$ cat src/rtl/pulse_sequencer.sv
// rtl/pulse_sequencer.sv - pulse train level sequencer (delay/rise/high/fall/low)
//
// Generates a trapezoidal pulse train on `level`. A train starts with an
// optional DELAY, then repeats RISE -> HIGH -> FALL -> LOW periods until
// `cycles` periods have completed (or forever when cycles == 0).
//
// Ports:
//   clk, rst_n          clock, asynchronous active-low reset
//   start, stop         1-cycle train start request / abort request
//   td,tr,th,tf,tl      delay/rise/high/fall/low durations in cycles
//   iv, pv              initial (low) level and pulse level, signed
//   rstep, fstep        per-cycle level increment in RISE / FALL, signed
//   cycles              periods per train, 0 = run forever
//   level               sequenced level, signed, registered
//   phase               state encoding (IDLE=0 .. LOW=5), registered
//   busy                train active
//   period_tick         1-cycle pulse in the cycle after each period end
//   done                1-cycle pulse on IDLE entry after the last period
module pulse_sequencer #(
    parameter int CW = 16,
    parameter int VW = 12
) (
    input  logic                 clk,
    input  logic                 rst_n,
    input  logic                 start,
    input  logic                 stop,
    input  logic [CW-1:0]        td,
    input  logic [CW-1:0]        tr,
    input  logic [CW-1:0]        th,
    input  logic [CW-1:0]        tf,
    input  logic [CW-1:0]        tl,
    input  logic signed [VW-1:0] iv,
    input  logic signed [VW-1:0] pv,
    input  logic signed [VW-1:0] rstep,
    input  logic signed [VW-1:0] fstep,
    input  logic [CW-1:0]        cycles,
    output logic signed [VW-1:0] level,
    output logic [2:0]           phase,
    output logic                 busy,
    output logic                 period_tick,
    output logic                 done
);

    typedef enum logic [2:0] {
        S_IDLE  = 3'd0,
        S_DELAY = 3'd1,
        S_RISE  = 3'd2,
        S_HIGH  = 3'd3,
        S_FALL  = 3'd4,
        S_LOW   = 3'd5
    } state_t;

    localparam logic [CW-1:0] ONE = {{(CW-1){1'b0}}, 1'b1};

    state_t               state_q, state_d;
    logic [CW-1:0]        cnt_q, cnt_d;      // cycles remaining after the current one
    logic [CW-1:0]        pcnt_q, pcnt_d;    // completed periods
    logic signed [VW-1:0] level_q, level_d;
    logic                 busy_q, busy_d;
    logic                 tick_q, tick_d;
    logic                 done_q, done_d;

    logic [CW-1:0]        td_q, td_d, tr_q, tr_d, th_q, th_d;
    logic [CW-1:0]        tf_q, tf_d, tl_q, tl_d, cycles_q, cycles_d;
    logic signed [VW-1:0] iv_q, iv_d, pv_q, pv_d;
    logic signed [VW-1:0] rstep_q, rstep_d, fstep_q, fstep_d;

    state_t               nxt;
    state_t               fps;     // first state of each period
    logic                 enter;   // a state (re)entry happens at the next edge
    logic                 pend;    // current cycle is the last one of a period

    function automatic logic signed [VW-1:0] sat_add(input logic signed [VW-1:0] a,
                                                     input logic signed [VW-1:0] b);
        logic signed [VW:0] s;
        s = {a[VW-1], a} + {b[VW-1], b};
        if (s[VW] != s[VW-1]) begin
            sat_add = s[VW] ? {1'b1, {(VW-1){1'b0}}} : {1'b0, {(VW-1){1'b1}}};
        end else begin
            sat_add = s[VW-1:0];
        end
    endfunction

    always_comb begin
        state_d  = state_q;
        cnt_d    = cnt_q;
        pcnt_d   = pcnt_q;
        level_d  = level_q;
        busy_d   = busy_q;
        tick_d   = 1'b0;
        done_d   = 1'b0;
        td_d     = td_q;
        tr_d     = tr_q;
        th_d     = th_q;
        tf_d     = tf_q;
        tl_d     = tl_q;
        cycles_d = cycles_q;
        iv_d     = iv_q;
        pv_d     = pv_q;
        rstep_d  = rstep_q;
        fstep_d  = fstep_q;
        enter    = 1'b0;
        pend     = 1'b0;
        nxt      = state_q;

        if (state_q == S_IDLE && start && !stop) begin
            td_d     = td;
            tr_d     = tr;
            th_d     = th;
            tf_d     = tf;
            tl_d     = tl;
            cycles_d = cycles;
            iv_d     = iv;
            pv_d     = pv;
            rstep_d  = rstep;
            fstep_d  = fstep;
        end

        // Durations below come from the _d copies so that the start cycle
        // already sees the freshly latched configuration.
        fps = (tr_d != '0) ? S_RISE : S_HIGH;

        case (state_q)
            S_IDLE: begin
                if (start && !stop) begin
                    pcnt_d = '0;
                    busy_d = 1'b1;
                    enter  = 1'b1;
                    nxt    = (td != '0) ? S_DELAY : fps;
                end
            end
            default: begin
                if (stop) begin
                    enter  = 1'b1;
                    nxt    = S_IDLE;
                    busy_d = 1'b0;
                end else if (cnt_q != '0) begin
                    cnt_d = cnt_q - ONE;
                    if (state_q == S_RISE) begin
                        level_d = sat_add(level_q, rstep_q);
                    end else if (state_q == S_FALL) begin
                        level_d = sat_add(level_q, fstep_q);
                    end
                end else begin
                    enter = 1'b1;
                    case (state_q)
                        S_DELAY: nxt = fps;
                        S_RISE:  nxt = S_HIGH;
                        S_HIGH: begin
                            if (tf_q != '0)      nxt = S_FALL;
                            else if (tl_q != '0) nxt = S_LOW;
                            else                 pend = 1'b1;
                        end
                        S_FALL: begin
                            if (tl_q != '0) nxt = S_LOW;
                            else            pend = 1'b1;
                        end
                        default: pend = 1'b1;
                    endcase
                    if (pend) begin
                        pcnt_d = pcnt_q + ONE;
                        tick_d = 1'b1;
                        if (cycles_q != '0 && pcnt_d == cycles_q) begin
                            nxt    = S_IDLE;
                            done_d = 1'b1;
                            busy_d = 1'b0;
                        end else begin
                            nxt = fps;
                        end
                    end
                end
            end
        endcase

        // On entry: load the state's down-counter and snap the level to the
        // state's starting value (this discards any saturated ramp residue).
        if (enter) begin
            state_d = nxt;
            case (nxt)
                S_DELAY: begin cnt_d = td_d - ONE; level_d = iv_d; end
                S_RISE:  begin cnt_d = tr_d - ONE; level_d = iv_d; end
                S_HIGH:  begin cnt_d = (th_d == '0) ? '0 : th_d - ONE; level_d = pv_d; end
                S_FALL:  begin cnt_d = tf_d - ONE; level_d = pv_d; end
                S_LOW:   begin cnt_d = tl_d - ONE; level_d = iv_d; end
                default: begin cnt_d = '0; level_d = iv_d; end
            endcase
        end
    end

    always_ff @(posedge clk or negedge rst_n) begin
        if (!rst_n) begin
            state_q  <= S_IDLE;
            cnt_q    <= '0;
            pcnt_q   <= '0;
            level_q  <= '0;
            busy_q   <= 1'b0;
            tick_q   <= 1'b0;
            done_q   <= 1'b0;
            td_q     <= '0;
            tr_q     <= '0;
            th_q     <= '0;
            tf_q     <= '0;
            tl_q     <= '0;
            cycles_q <= '0;
            iv_q     <= '0;
            pv_q     <= '0;
            rstep_q  <= '0;
            fstep_q  <= '0;
        end else begin
            state_q  <= state_d;
            cnt_q    <= cnt_d;
            pcnt_q   <= pcnt_d;
            level_q  <= level_d;
            busy_q   <= busy_d;
            tick_q   <= tick_d;
            done_q   <= done_d;
            td_q     <= td_d;
            tr_q     <= tr_d;
            th_q     <= th_d;
            tf_q     <= tf_d;
            tl_q     <= tl_d;
            cycles_q <= cycles_d;
            iv_q     <= iv_d;
            pv_q     <= pv_d;
            rstep_q  <= rstep_d;
            fstep_q  <= fstep_d;
        end
    end

    assign level       = level_q;
    assign phase       = state_q;
    assign busy        = busy_q;
    assign period_tick = tick_q;
    assign done        = done_q;

endmodule

$ cat config.mk
export PLATFORM = sky130hd
export DESIGN_NAME = pulse_sequencer
export DESIGN_NICKNAME = d
export VERILOG_FILES = /design/src/rtl/pulse_sequencer.sv
export SDC_FILE = /design/constraint.sdc
export NUM_CORES = 1
export LEC_CHECK = 0
export ABC_AREA = 1
export BUFFER_PORTS_ARGS = -buffer_cell sky130_fd_sc_hd__buf_4
export CORE_ASPECT_RATIO = 1.75
export CORE_UTILIZATION = 54
export CTS_BUF_LIST = sky130_fd_sc_hd__clkbuf_4 sky130_fd_sc_hd__clkbuf_8
export DETAILED_ROUTE_END_ITERATION = 12
export PLACE_DENSITY = 0.79
export SYNTH_ARGS = -nofsm -noshare
export SYNTH_HDL_FRONTEND = slang
export SYNTH_SLANG_ARGS = --single-unit
$ cat constraint.sdc
create_clock -name clk -period 3.05 [get_ports clk]
set_input_delay 0.61 -clock clk [delete_from_list [all_inputs] [get_ports clk]]
set_output_delay 0.61 -clock clk [all_outputs]
set_load 0.05 [all_outputs]
==> results.toml <==
[power]
leakage_nw = 8.74
ir_worst_vdd_v = 0.000373
clkPwrFrac = 0.153
powerDensity_nw_per_um2 = 634
switching_share = 0.425
p_seq_frac = 0.307
p_sw_mw = 4.69
p_total_mw = 11.0
p_int_mw = 6.34
share_comb_of_total_power = 0.541

[sta]
timing.final.crit_period_ns = 3.50
slew_headroom = 0.625
setup_viol = 27
fin_skew_ns = 0.0186
whs_ns = 0.0648
rsz0062_at_grt = "yes"
fmaxAchievable_ghz = 0.285
timing.final.ws_setup_ns = -0.455
timing.final.crit_share = 1.15
slew_viol_final = 0
finalHoldViolations = 0
tightest_slew_ns = 0.562

[place]
dp_hpwl_mm = 29.0
io_buffers = 165
place_ws_ns = -0.604
gp_routability_congestion = 1.00
placed_area_sq_um = 15700

[routing]
drt-total-wl_mm = 42.8
firstDrtPassIters = 10
wl_per_cell_microns = 17.5
routed_via_density = 5.58
drtAntennaViolNets = 0
drt_iter0_markers = 1216
vias = 13600
drc = 1

[critical_path]
cp_top_family = "simple AND/OR/NAND/NOR gates"
r2r_slack_ns = -0.45
critPathLaunchType = "flop"
critPathKind = "reg -> reg"
cp_slowest_cell = "dfrtp_1"
crit_start = "pcnt_q[0]"
worstSetupEndpoint = "cnt_q[9]"
path_buf_inv = 3
worstReg2RegEnd = "cnt_q[9]"
path_max_fanout = 8
rr_worst_depth = 27
cp_common_cell = "nand2_1"
worstSetupEndpointType = "flop"
critPathRequiredTime_ns = 3.51
timing.rr.start = "pcnt_q[0]"
critPathArrivalTime_ns = 3.97
crit_cells = 27
slowest_delay_ns = 0.43

[cells_and_area]
final_area_sq_um = 17400
drive_above_1_share = 0.364
n_fill_cell = 1495
area_delta_synth_final_pct = 44.4
layout.nets = 2314
final_common_cell = "nand2_1"
most-common-layout-cells = "462 x nand2_1, 460 x buf_4, 187 x dfrtp_1"
diodes = 0
regArea_sq_um = 4870
multi_input_area_sq_um = 7120

[synthesis]
yosysUniqueCellTypes = 46
syn_area_sq_um = 12000
ys_seq_area_frac = 0.403
ys_ff_latch = 194
avgSynthCellArea_sq_um = 7.18
yosysWarningCount = 0
syn-num-nets = 1857
synthCells = 1678

[grt]
grt.total_usage = 0.361
grt_overflow = 0
grt_antenna_before_repair = 0
grt_start_max_net_pins = 64
grt_pass1_wl_mm = 63.3
grt_pass1_vias = 13200

[clock_network]
cts.path.max_buffers = 2
htreeDepth = 4
clock_sinks = 194
clk_latency_ns = 0.52
tritoncts = "built"
cts.clk_slew.worst_paths_ns = 0.10
clockRootBuffer = "clkbuf_8"
cts_made_buffers = 17
holdBufCountCts = 0

[run_status]
outcome = "complete, but fails checks"
violations = "DRC, setup timing"

[floorplanning]
ios = 166
die_w_microns = 115
dieHeight_microns = 200
rows = 72
core_sq_um = 22000
initial_core_util = 0.548
die-area_sq_um = 22900

[worst_hold_path]
hold_class = "in -> async"

[job]
cap_violations = 0
## layer usage
layer	track usage	share of wire	routed length, microns	vias up
met5	0	0	0	-
met4	0.248	0.080	3430	0
met3	0.0528	0.057	2440	268
met2	0.664	0.52	22200	619
met1	0.372	0.35	14800	6405
li1	-	-	-	6330
## how the worst min path moves through the flow
stage / endpoint / from / cells past startpoint
2_1_floorplan: busy / rst_n / 0
3_3_place_gp: pv_q[8] / pv_q[8] / 2
3_5_place_dp: iv_q[5] / iv_q[5] / 2
4_1_cts: level[6] / rst_n / 1
5_1_grt: fstep_q[4] / rst_n / 1
6_report: fstep_q[4] / rst_n / 1
## stage by stage
step	TNS, ns	cells	utilization
2_1_floorplan	-0.383	1678	-
3_3_place_gp	-9.81	2362	0.712
3_5_place_dp	-11.25	2362	0.712
4_1_cts	-3.56	2420	0.759
5_1_grt	-11.78	2443	0.791
6_report	-6.04	2443	0.791
## cells by family after synthesis
group                    share of synthesized area
AO/OA/AOI/OAI                                0.101
multiplexers                               0.00914
XOR/XNOR                                    0.0273
AND/OR/NAND/NOR                              0.344
buffers and inverters                       0.0829
flip-flops                                   0.403
adder cells (fa/ha/maj)                     0.0334
## Yosys cell counts, drive strengths merged
master / count / area (sq um)
clkbuf: 34 / 128
o21ai: 141 / 709
nand2: 522 / 2020
o31ai: 5 / 37.5
nor4: 5 / 31.3
or2: 27 / 169
a22oi: 2 / 15.0
o21bai: 4 / 30.0
or3: 1 / 6.26
ha: 29 / 363
nor3: 11 / 71.3
xnor3: 1 / 22.5
mux2i: 11 / 110
nand4: 36 / 225
clkinv: 1 / 3.75
a21oi: 35 / 183
o211ai: 11 / 82.6
xor2: 26 / 228
inv: 203 / 762
nor2: 167 / 759
a31oi: 18 / 113
o41ai: 1 / 8.76
buf: 17 / 105
o311ai: 2 / 17.5
a221oi: 1 / 8.76
dfrtp: 194 / 4850
nand3b: 1 / 7.51
xnor2: 9 / 78.8
o22ai: 1 / 6.26
fa: 2 / 40.0
nand3: 160 / 853
## layout make-up
class | instances | area share
multi-input cells | 1230 | 0.409
clock buffers | 18 | 0.0142
flip-flops and latches | 194 | 0.280
clock inverters | 13 | 0.00726
inverters | 204 | 0.0453
repair buffers | 488 | 0.223
well taps | 296 | 0.0213
## registers in the layout, indices dropped and copies added, names as in the netlist, 16 cells and up
signal,cells
cnt_q,16
cycles_q,16
pcnt_q,16
td_q,16
tf_q,16
th_q,16
tl_q,16
tr_q,16
## worst register-to-register path: stages (launching register included)
cell     delay, ns
dfrtp_1       0.43
ha_4          0.17
nand2_4       0.08
nor2_4        0.22
buf_4         0.15
nand3_1       0.11
nand3_1       0.11
nand2_1       0.06
nor2_2        0.09
nand2_2       0.10
inv_2         0.09
nand3_4       0.13
nand2_4       0.12
nand2_4       0.07
nand2_4       0.09
nor2_4        0.06
buf_6         0.14
nand2_2       0.06
nand4_1       0.25
nor2_2        0.18
nand2_2       0.10
nor2_4        0.18
nand2_1       0.09
nand2_1       0.07
nand3_1       0.09
nand2_1       0.10
nand2_1       0.05
nand2_1       0.06
## power by group through the flow
stage | logic [mW] | clock network [mW] | registers [mW]
after floorplan | 2.29 | 0 | 3.62
after global placement | 4.39 | 0 | 3.38
after detailed placement | 4.51 | 0 | 3.39
after CTS | 4.95 | 1.71 | 3.35
after global routing | 6.38 | 1.79 | 3.42
final | 5.97 | 1.68 | 3.38
## timing repair
item / in CTS / in global routing
setup endpoints to repair: 28 / 28
gates resized for setup: 112 / 144
cloned: 1 / 1
pin swaps: 69 / 97
setup buffers: 28 / 23
(Power assumes the default switching activity.)
